===== src/rtl/lms_spi_sched_if.sv =====
// Request/response bus between frame requesters and the LMS SPI scheduler.
// The master drives requests; the slave (scheduler) returns grants and readback.
interface lms_spi_sched_if #(
  parameter int unsigned NREQ = 2
);
  logic [NREQ-1:0]    req_valid;
  logic [NREQ-1:0]    req_ready;
  logic [2*NREQ-1:0]  req_sel;
  logic [16*NREQ-1:0] req_data;
  logic [NREQ-1:0]    req_last;
  logic [NREQ-1:0]    resp_valid;
  logic [7:0]         resp_data;

  modport master (
    output req_valid, req_sel, req_data, req_last,
    input  req_ready, resp_valid, resp_data
  );

  modport slave (
    input  req_valid, req_sel, req_data, req_last,
    output req_ready, resp_valid, resp_data
  );
endinterface


===== src/rtl/lms_spi_sched.sv =====
// Round-robin SPI frame scheduler for the shared LMS1/LMS2/DAC bus: grants one
// requester, shifts its 16-bit frame out MSB first and returns the last 8 miso bits.
module lms_spi_sched #(
  parameter int unsigned NREQ    = 2,
  parameter int unsigned CLKDIV  = 4,
  parameter int unsigned GAP     = 2,
  parameter int unsigned LOCK_TO = 256
) (
  input  logic                  wb_clk_i,
  input  logic                  wb_rst_ni,
  lms_spi_sched_if.slave        bus,
  output logic                  busy_o,
  output logic                  sclk_o,
  output logic                  mosi_o,
  input  logic                  miso_i,
  output logic                  sen_lms1_o,
  output logic                  sen_lms2_o,
  output logic                  sen_dac_o
);

  localparam int unsigned IdxW   = (NREQ > 1) ? $clog2(NREQ) : 1;
  localparam int unsigned CntMax = (CLKDIV > GAP) ? CLKDIV : GAP;
  localparam int unsigned CntW   = $clog2(CntMax + 1);
  localparam int unsigned ToW    = $clog2(LOCK_TO + 1);

  typedef enum logic [2:0] {StIdle, StSetup, StShiftHi, StShiftLo, StGap} state_e;

  state_e          state_q, state_d;
  logic [IdxW-1:0] ptr_q, ptr_d;
  logic            lock_q, lock_d;
  logic [ToW-1:0]  to_cnt_q, to_cnt_d;
  logic [CntW-1:0] cnt_q, cnt_d;
  logic [3:0]      bit_q, bit_d;
  logic [15:0]     tx_q, tx_d;
  logic [1:0]      sel_q, sel_d;
  logic [7:0]      rx_q, rx_d;
  logic [7:0]      resp_data_q, resp_data_d;

  logic            win_found;
  logic [IdxW-1:0] win_idx;
  logic            div_last;
  logic            frame_act;
  int unsigned     cand;

  always_ff @(posedge wb_clk_i) begin
    if (!wb_rst_ni) begin
      state_q     <= StIdle;
      ptr_q       <= IdxW'(NREQ - 1);
      lock_q      <= 1'b0;
      to_cnt_q    <= '0;
      cnt_q       <= '0;
      bit_q       <= '0;
      tx_q        <= '0;
      sel_q       <= 2'd3;
      rx_q        <= '0;
      resp_data_q <= '0;
    end else begin
      state_q     <= state_d;
      ptr_q       <= ptr_d;
      lock_q      <= lock_d;
      to_cnt_q    <= to_cnt_d;
      cnt_q       <= cnt_d;
      bit_q       <= bit_d;
      tx_q        <= tx_d;
      sel_q       <= sel_d;
      rx_q        <= rx_d;
      resp_data_q <= resp_data_d;
    end
  end

  // ptr_q is both the RR pointer and the owner of the current/locked frame.
  always_comb begin
    win_found = 1'b0;
    win_idx   = ptr_q;
    cand      = 0;
    if (lock_q) begin
      win_found = bus.req_valid[ptr_q];
    end else begin
      for (int unsigned i = 1; i <= NREQ; i++) begin
        cand = (32'(ptr_q) + i) % NREQ;
        if (!win_found && bus.req_valid[IdxW'(cand)]) begin
          win_found = 1'b1;
          win_idx   = IdxW'(cand);
        end
      end
    end
  end

  assign div_last = (cnt_q == CntW'(CLKDIV - 1));

  always_comb begin
    state_d     = state_q;
    ptr_d       = ptr_q;
    lock_d      = lock_q;
    to_cnt_d    = to_cnt_q;
    cnt_d       = cnt_q;
    bit_d       = bit_q;
    tx_d        = tx_q;
    sel_d       = sel_q;
    rx_d        = rx_q;
    resp_data_d = resp_data_q;
    unique case (state_q)
      StIdle: begin
        cnt_d = '0;
        bit_d = '0;
        if (win_found) begin
          state_d  = StSetup;
          tx_d     = bus.req_data[16*win_idx +: 16];
          sel_d    = bus.req_sel[2*win_idx +: 2];
          ptr_d    = win_idx;
          lock_d   = ~bus.req_last[win_idx];
          to_cnt_d = '0;
        end else if (lock_q) begin
          if (to_cnt_q == ToW'(LOCK_TO - 1)) begin
            lock_d   = 1'b0;
            to_cnt_d = '0;
          end else begin
            to_cnt_d = to_cnt_q + 1'b1;
          end
        end else begin
          to_cnt_d = '0;
        end
      end
      StSetup: begin
        cnt_d = cnt_q + 1'b1;
        if (div_last) begin
          cnt_d   = '0;
          state_d = StShiftHi;
        end
      end
      StShiftHi: begin
        cnt_d = cnt_q + 1'b1;
        if (div_last) begin
          cnt_d   = '0;
          rx_d    = {rx_q[6:0], miso_i};
          tx_d    = {tx_q[14:0], 1'b0};
          state_d = StShiftLo;
        end
      end
      StShiftLo: begin
        cnt_d = cnt_q + 1'b1;
        if (div_last) begin
          cnt_d = '0;
          if (bit_q == 4'd15) begin
            state_d     = StGap;
            resp_data_d = (sel_q == 2'd3) ? 8'h00 : rx_q;
          end else begin
            bit_d   = bit_q + 1'b1;
            state_d = StShiftHi;
          end
        end
      end
      StGap: begin
        cnt_d = cnt_q + 1'b1;
        if (cnt_q == CntW'(GAP - 1)) begin
          cnt_d   = '0;
          state_d = StIdle;
        end
      end
      default: state_d = StIdle;
    endcase
  end

  // After 16 shifts tx_q is all zero, so mosi idles low during the CS hold.
  always_comb begin
    frame_act      = (state_q == StSetup) || (state_q == StShiftHi) || (state_q == StShiftLo);
    busy_o         = (state_q != StIdle);
    sclk_o         = (state_q == StShiftHi);
    mosi_o         = frame_act & tx_q[15];
    sen_lms1_o     = ~(frame_act && (sel_q == 2'd0));
    sen_lms2_o     = ~(frame_act && (sel_q == 2'd1));
    sen_dac_o      = ~(frame_act && (sel_q == 2'd2));
    bus.req_ready  = '0;
    bus.resp_valid = '0;
    if (state_q == StIdle && win_found) begin
      bus.req_ready = NREQ'(1) << win_idx;
    end
    if (state_q == StGap && cnt_q == '0) begin
      bus.resp_valid = NREQ'(1) << ptr_q;
    end
    bus.resp_data = resp_data_q;
  end

endmodule

===== src/flat_wrapper.sv =====
// flat-port wrapper written by rule: the top's interface ports become plain ports
module lms_spi_sched_flat 
#(
  parameter int unsigned NREQ    = 2,
  parameter int unsigned CLKDIV  = 4,
  parameter int unsigned GAP     = 2,
  parameter int unsigned LOCK_TO = 256
)
  (wb_clk_i, wb_rst_ni, busy_o, sclk_o, mosi_o, miso_i, sen_lms1_o, sen_lms2_o, sen_dac_o, bus_req_valid, bus_req_sel, bus_req_data, bus_req_last, bus_req_ready, bus_resp_valid, bus_resp_data);
  lms_spi_sched_if #(.NREQ(NREQ)) bus_i ();
  input  logic wb_clk_i;
  input  logic wb_rst_ni;
  output logic busy_o;
  output logic sclk_o;
  output logic mosi_o;
  input  logic miso_i;
  output logic sen_lms1_o;
  output logic sen_lms2_o;
  output logic sen_dac_o;
  input wire logic [$bits(bus_i.req_valid)-1:0] bus_req_valid;
  input wire logic [$bits(bus_i.req_sel)-1:0] bus_req_sel;
  input wire logic [$bits(bus_i.req_data)-1:0] bus_req_data;
  input wire logic [$bits(bus_i.req_last)-1:0] bus_req_last;
  output wire logic [$bits(bus_i.req_ready)-1:0] bus_req_ready;
  output wire logic [$bits(bus_i.resp_valid)-1:0] bus_resp_valid;
  output wire logic [$bits(bus_i.resp_data)-1:0] bus_resp_data;
  assign bus_i.req_valid = bus_req_valid;
  assign bus_i.req_sel = bus_req_sel;
  assign bus_i.req_data = bus_req_data;
  assign bus_i.req_last = bus_req_last;
  assign bus_req_ready = bus_i.req_ready;
  assign bus_resp_valid = bus_i.resp_valid;
  assign bus_resp_data = bus_i.resp_data;
  lms_spi_sched #(.NREQ(NREQ), .CLKDIV(CLKDIV), .GAP(GAP), .LOCK_TO(LOCK_TO)) u_core (.wb_clk_i(wb_clk_i), .wb_rst_ni(wb_rst_ni), .bus(bus_i), .busy_o(busy_o), .sclk_o(sclk_o), .mosi_o(mosi_o), .miso_i(miso_i), .sen_lms1_o(sen_lms1_o), .sen_lms2_o(sen_lms2_o), .sen_dac_o(sen_dac_o));
endmodule

===== config.mk =====
export PLATFORM = sky130hd
export DESIGN_NAME = lms_spi_sched_flat
export DESIGN_NICKNAME = d
export VERILOG_FILES = /design/src/rtl/lms_spi_sched_if.sv /design/src/rtl/lms_spi_sched.sv /design/src/flat_wrapper.sv
export SDC_FILE = /design/constraint.sdc
export NUM_CORES = 1
export LEC_CHECK = 0
export CAP_MARGIN = 10
export CORE_MARGIN = 4
export CORE_UTILIZATION = 55
export DETAILED_ROUTE_END_ITERATION = 6
export DONT_BUFFER_PORTS = 1
export PLACE_DENSITY = 0.7
export SETUP_SLACK_MARGIN = 0.15
export SKIP_LAST_GASP = 1
export SLEW_MARGIN = 20
export SYNTH_ARGS = -nofsm -noshare
export SYNTH_HDL_FRONTEND = slang
export SYNTH_SLANG_ARGS = --single-unit
export TNS_END_PERCENT = 20

===== constraint.sdc =====
create_clock -name wb_clk_i -period 1.9 [get_ports wb_clk_i]
set_input_delay 0.19 -clock wb_clk_i [delete_from_list [all_inputs] [get_ports wb_clk_i]]
set_output_delay 0.19 -clock wb_clk_i [all_outputs]
set_load 0.1 [all_outputs]

==> impl_metrics.yaml <==
timing:
  clock.fmax_ghz: 0.5612
  setup_viol: 0
  fin_tns_setup_ns: 0
  final_max_slew_viol_count: 0
  hold_viol: 0
  worst_pin_slew_ns: 0.4746
  post-route-period-util: 0.9379
  final.min_clock_period_ns: 1.782
  skew_ns: 0.004578
  fin_hold_ws_ns: 0.01996
  rsz0062_at_grt: "true"
  max-slew-margin-rel: 0.6836
power_and_ir_drop:
  peakVddDrop_mv: 1.031
  intPower_mw: 3.050
  cellLeakagePower_nw: 1.486
  switching_share: 0.4378
  seqPwrFrac: 0.292
  power.density_nw_per_um2: 1461
  pwr-share-comb: 0.585
  p_clk_frac: 0.123
  p_switching_mw: 2.375
finish:
  area_growth_pct: 25.51
  seqCellArea_um2: 1114
  final_cells: 452
  nets: 431
  multiInputGateArea_um2: 1807
  diodes: 0
  fin_util: 0.7177
  drive_gt1_frac: 0.2513
  nFillCells: 379
floorplan:
  die_h_um: 81.34
  start_util: 0.5718
  die-area_um2: 6615
  rows: 26
  fp.coreArea_um2: 5172
  pin_count: 61
  die_width_um: 81.34
worst_setup_path:
  worstPathArrival_ns: 1.59
  cp.required_ns: 1.71
  worstSetupPathType: "reg -> out"
  critical_path.max_fanout: 4
  cp-end-kind: "output pin"
  start_kind: "flip-flop"
detailed_routing:
  dr_total_vias: 2734
  drc: 0
  drt_wl_total_um: 7384
  avgRoutedWirePerCell_um: 16.34
  drt_iter0_drc: 109
  route.antenna.remaining_nets: 0
  routed_via_density: 6.049
  drt-pass1-iter-count: 4
clocking:
  cts_buffers: 5
  clockBufferDepth: 2
  cts-root-buf: "clkbuf_8"
  path_clk_slew_ns: 0.10
  htree_num_levels: 2
  clk_latency_ns: 0.31
  cts_sinks: 55
  cts_tree: "done"
synthesis:
  synth_most_common_cell: "dfxtp_1"
  ys_seq_area_frac: 0.3723
  synth_edf_count: 0
  synth_area_um2: 2958
  ys_top_cells_by_count: "55 x dfxtp_1, 35 x nand2_1, 29 x a21oi_1"
  synthArstFlopShare: 0
  synth_cells: 343
  synth_top_area_share: 0.3723
  synth_area_leader_cell: "dfxtp_1"
  avgSynthCellArea_um2: 8.623
  synth_area_leaders: "dfxtp_1 37%, a32o_1 5.1%, o211a_1 5.1%, a211o_1 5.0%, a21oi_1 4.9%"
  yosys_warnings: 0
  synth-seq-cells: 55
  synthFlopType: "dfxtp_1"
  synth_nets: 393
  synthDistinctLibCells: 54
global_route:
  grtUsageMet2: 0.3705
  grt_pass1_wl_um: 11610
  track_usage: 0.2261
  antenna_found_initial: 0
  grt_overflow: 0
  top_usage_layer: "met2"
  grt.met3_usage: 0.03991
  use_met1: 0.3022
  first_global_vias: 2428
  grt_max_degree: 19
place:
  hpwlAfterDp_um: 4937
  portBuffers: 0
  gp_congestion: 0.8605
  dp.cells: 428
min_path:
  holdCritPathClass: "in -> reg"
job:
  cap_violations: 0
outcome:
  outcome: "complete, no violations"
## path summary, 6_finish.rpt
kind,depth (start not counted),endpoint,slack [ns],from
setup reg to reg,6,u_core.tx_q[14],0.17,u_core.ptr_q
setup / recovery,5,bus_req_ready[0],0.12,u_core.ptr_q
hold / removal,2,u_core.to_cnt_q[3],0.02,wb_rst_ni
hold reg to reg,2,u_core.to_cnt_q[8],0.43,u_core.to_cnt_q[8]
## stage by stage
step / area [µm²] / total power [mW] / worst slack [ns]
floorplan: 3057 / 3.673 / 0.05034
global placement: 3317 / 4.167 / 0.09646
detailed placement: 3317 / 4.224 / 0.05689
CTS: 3649 / 5.341 / 0.07073
global route: 3712 / 5.752 / 0.06439
finish: 3712 / 5.425 / 0.1180
## power by group through the flow
stage                     clock network (mW)  logic (mW)  registers, mW
after global routing                   0.736        3.40           1.61
after CTS                              0.702        3.07           1.57
after global placement                     0        2.57           1.59
after floorplan                            0        2.14           1.54
final                                  0.668        3.17           1.58
after detailed placement                   0        2.62           1.60
## kinds of logic after synthesis
group                      synth area share
AOI/OAI and AO/OA                    0.2876
and+or+nand+nor                      0.2153
adders and majority gates           0.02961
buffers and inverters               0.05964
xor gates and xnor gates            0.01481
DFF                                  0.3723
muxes                               0.02073
## layout by cell type, fill, tap and decap left out, drive strengths merged, types with 4 or more instances in the layout
cell / n
a211o: 17
a21oi: 30
a32o: 15
buf: 53
clkbuf: 5
dfxtp: 55
ha: 7
inv: 15
mux2i: 5
nand2: 36
nand2b: 17
nand3: 19
nor2: 12
nor2b: 4
nor3: 8
o211a: 15
o211ai: 8
o21ai: 9
or3: 4
or4: 5
## critical path, cell delays in order, from the launching register on
cell and delay, ns:
dfxtp_4 0.38, mux2_4 0.32, o211ai_4 0.23, buf_6 0.15
nor2b_4 0.04, buf_12 0.16
## flip-flops by register name, summed over array words and instances (netlist names)
name	flops
u_core.tx_q	16
u_core.to_cnt_q	9
u_core.bus.resp_data	8
u_core.rx_q	8
u_core.bit_q	4
u_core.cnt_q	3
u_core.state_q	3
u_core.sel_q	2
u_core.lock_q	1
u_core.ptr_q	1
## layout make-up
| cell class | count | area share |
|---|---|---|
| clock buffer | 5 | 0.01854 |
| clock inverter | 3 | 0.006067 |
| multi-input combinational | 249 | 0.4867 |
| sequential | 55 | 0.3000 |
| inverter | 15 | 0.01652 |
| tap | 70 | 0.02359 |
| timing repair buffer | 55 | 0.1486 |
## repair_timing
item | 4_1_cts | 5_1_grt
endpoints found under the hold margin | 7 | 0
pin swaps | 5 | 4
cloned | 1 | 0
gates resized for setup | 28 | 15
setup buffers | 12 | 1
endpoints found under the setup margin | 22 | 35
hold buffers | 2 | 0
## metal layers
metal / vias up / part of all wire
met5: - / 0
met1: 1305 / 0.45
met3: 4 / 0.059
li1: 1351 / -
met4: 0 / 0.0081
met2: 74 / 0.48
Power figures use the tool's default switching activity.
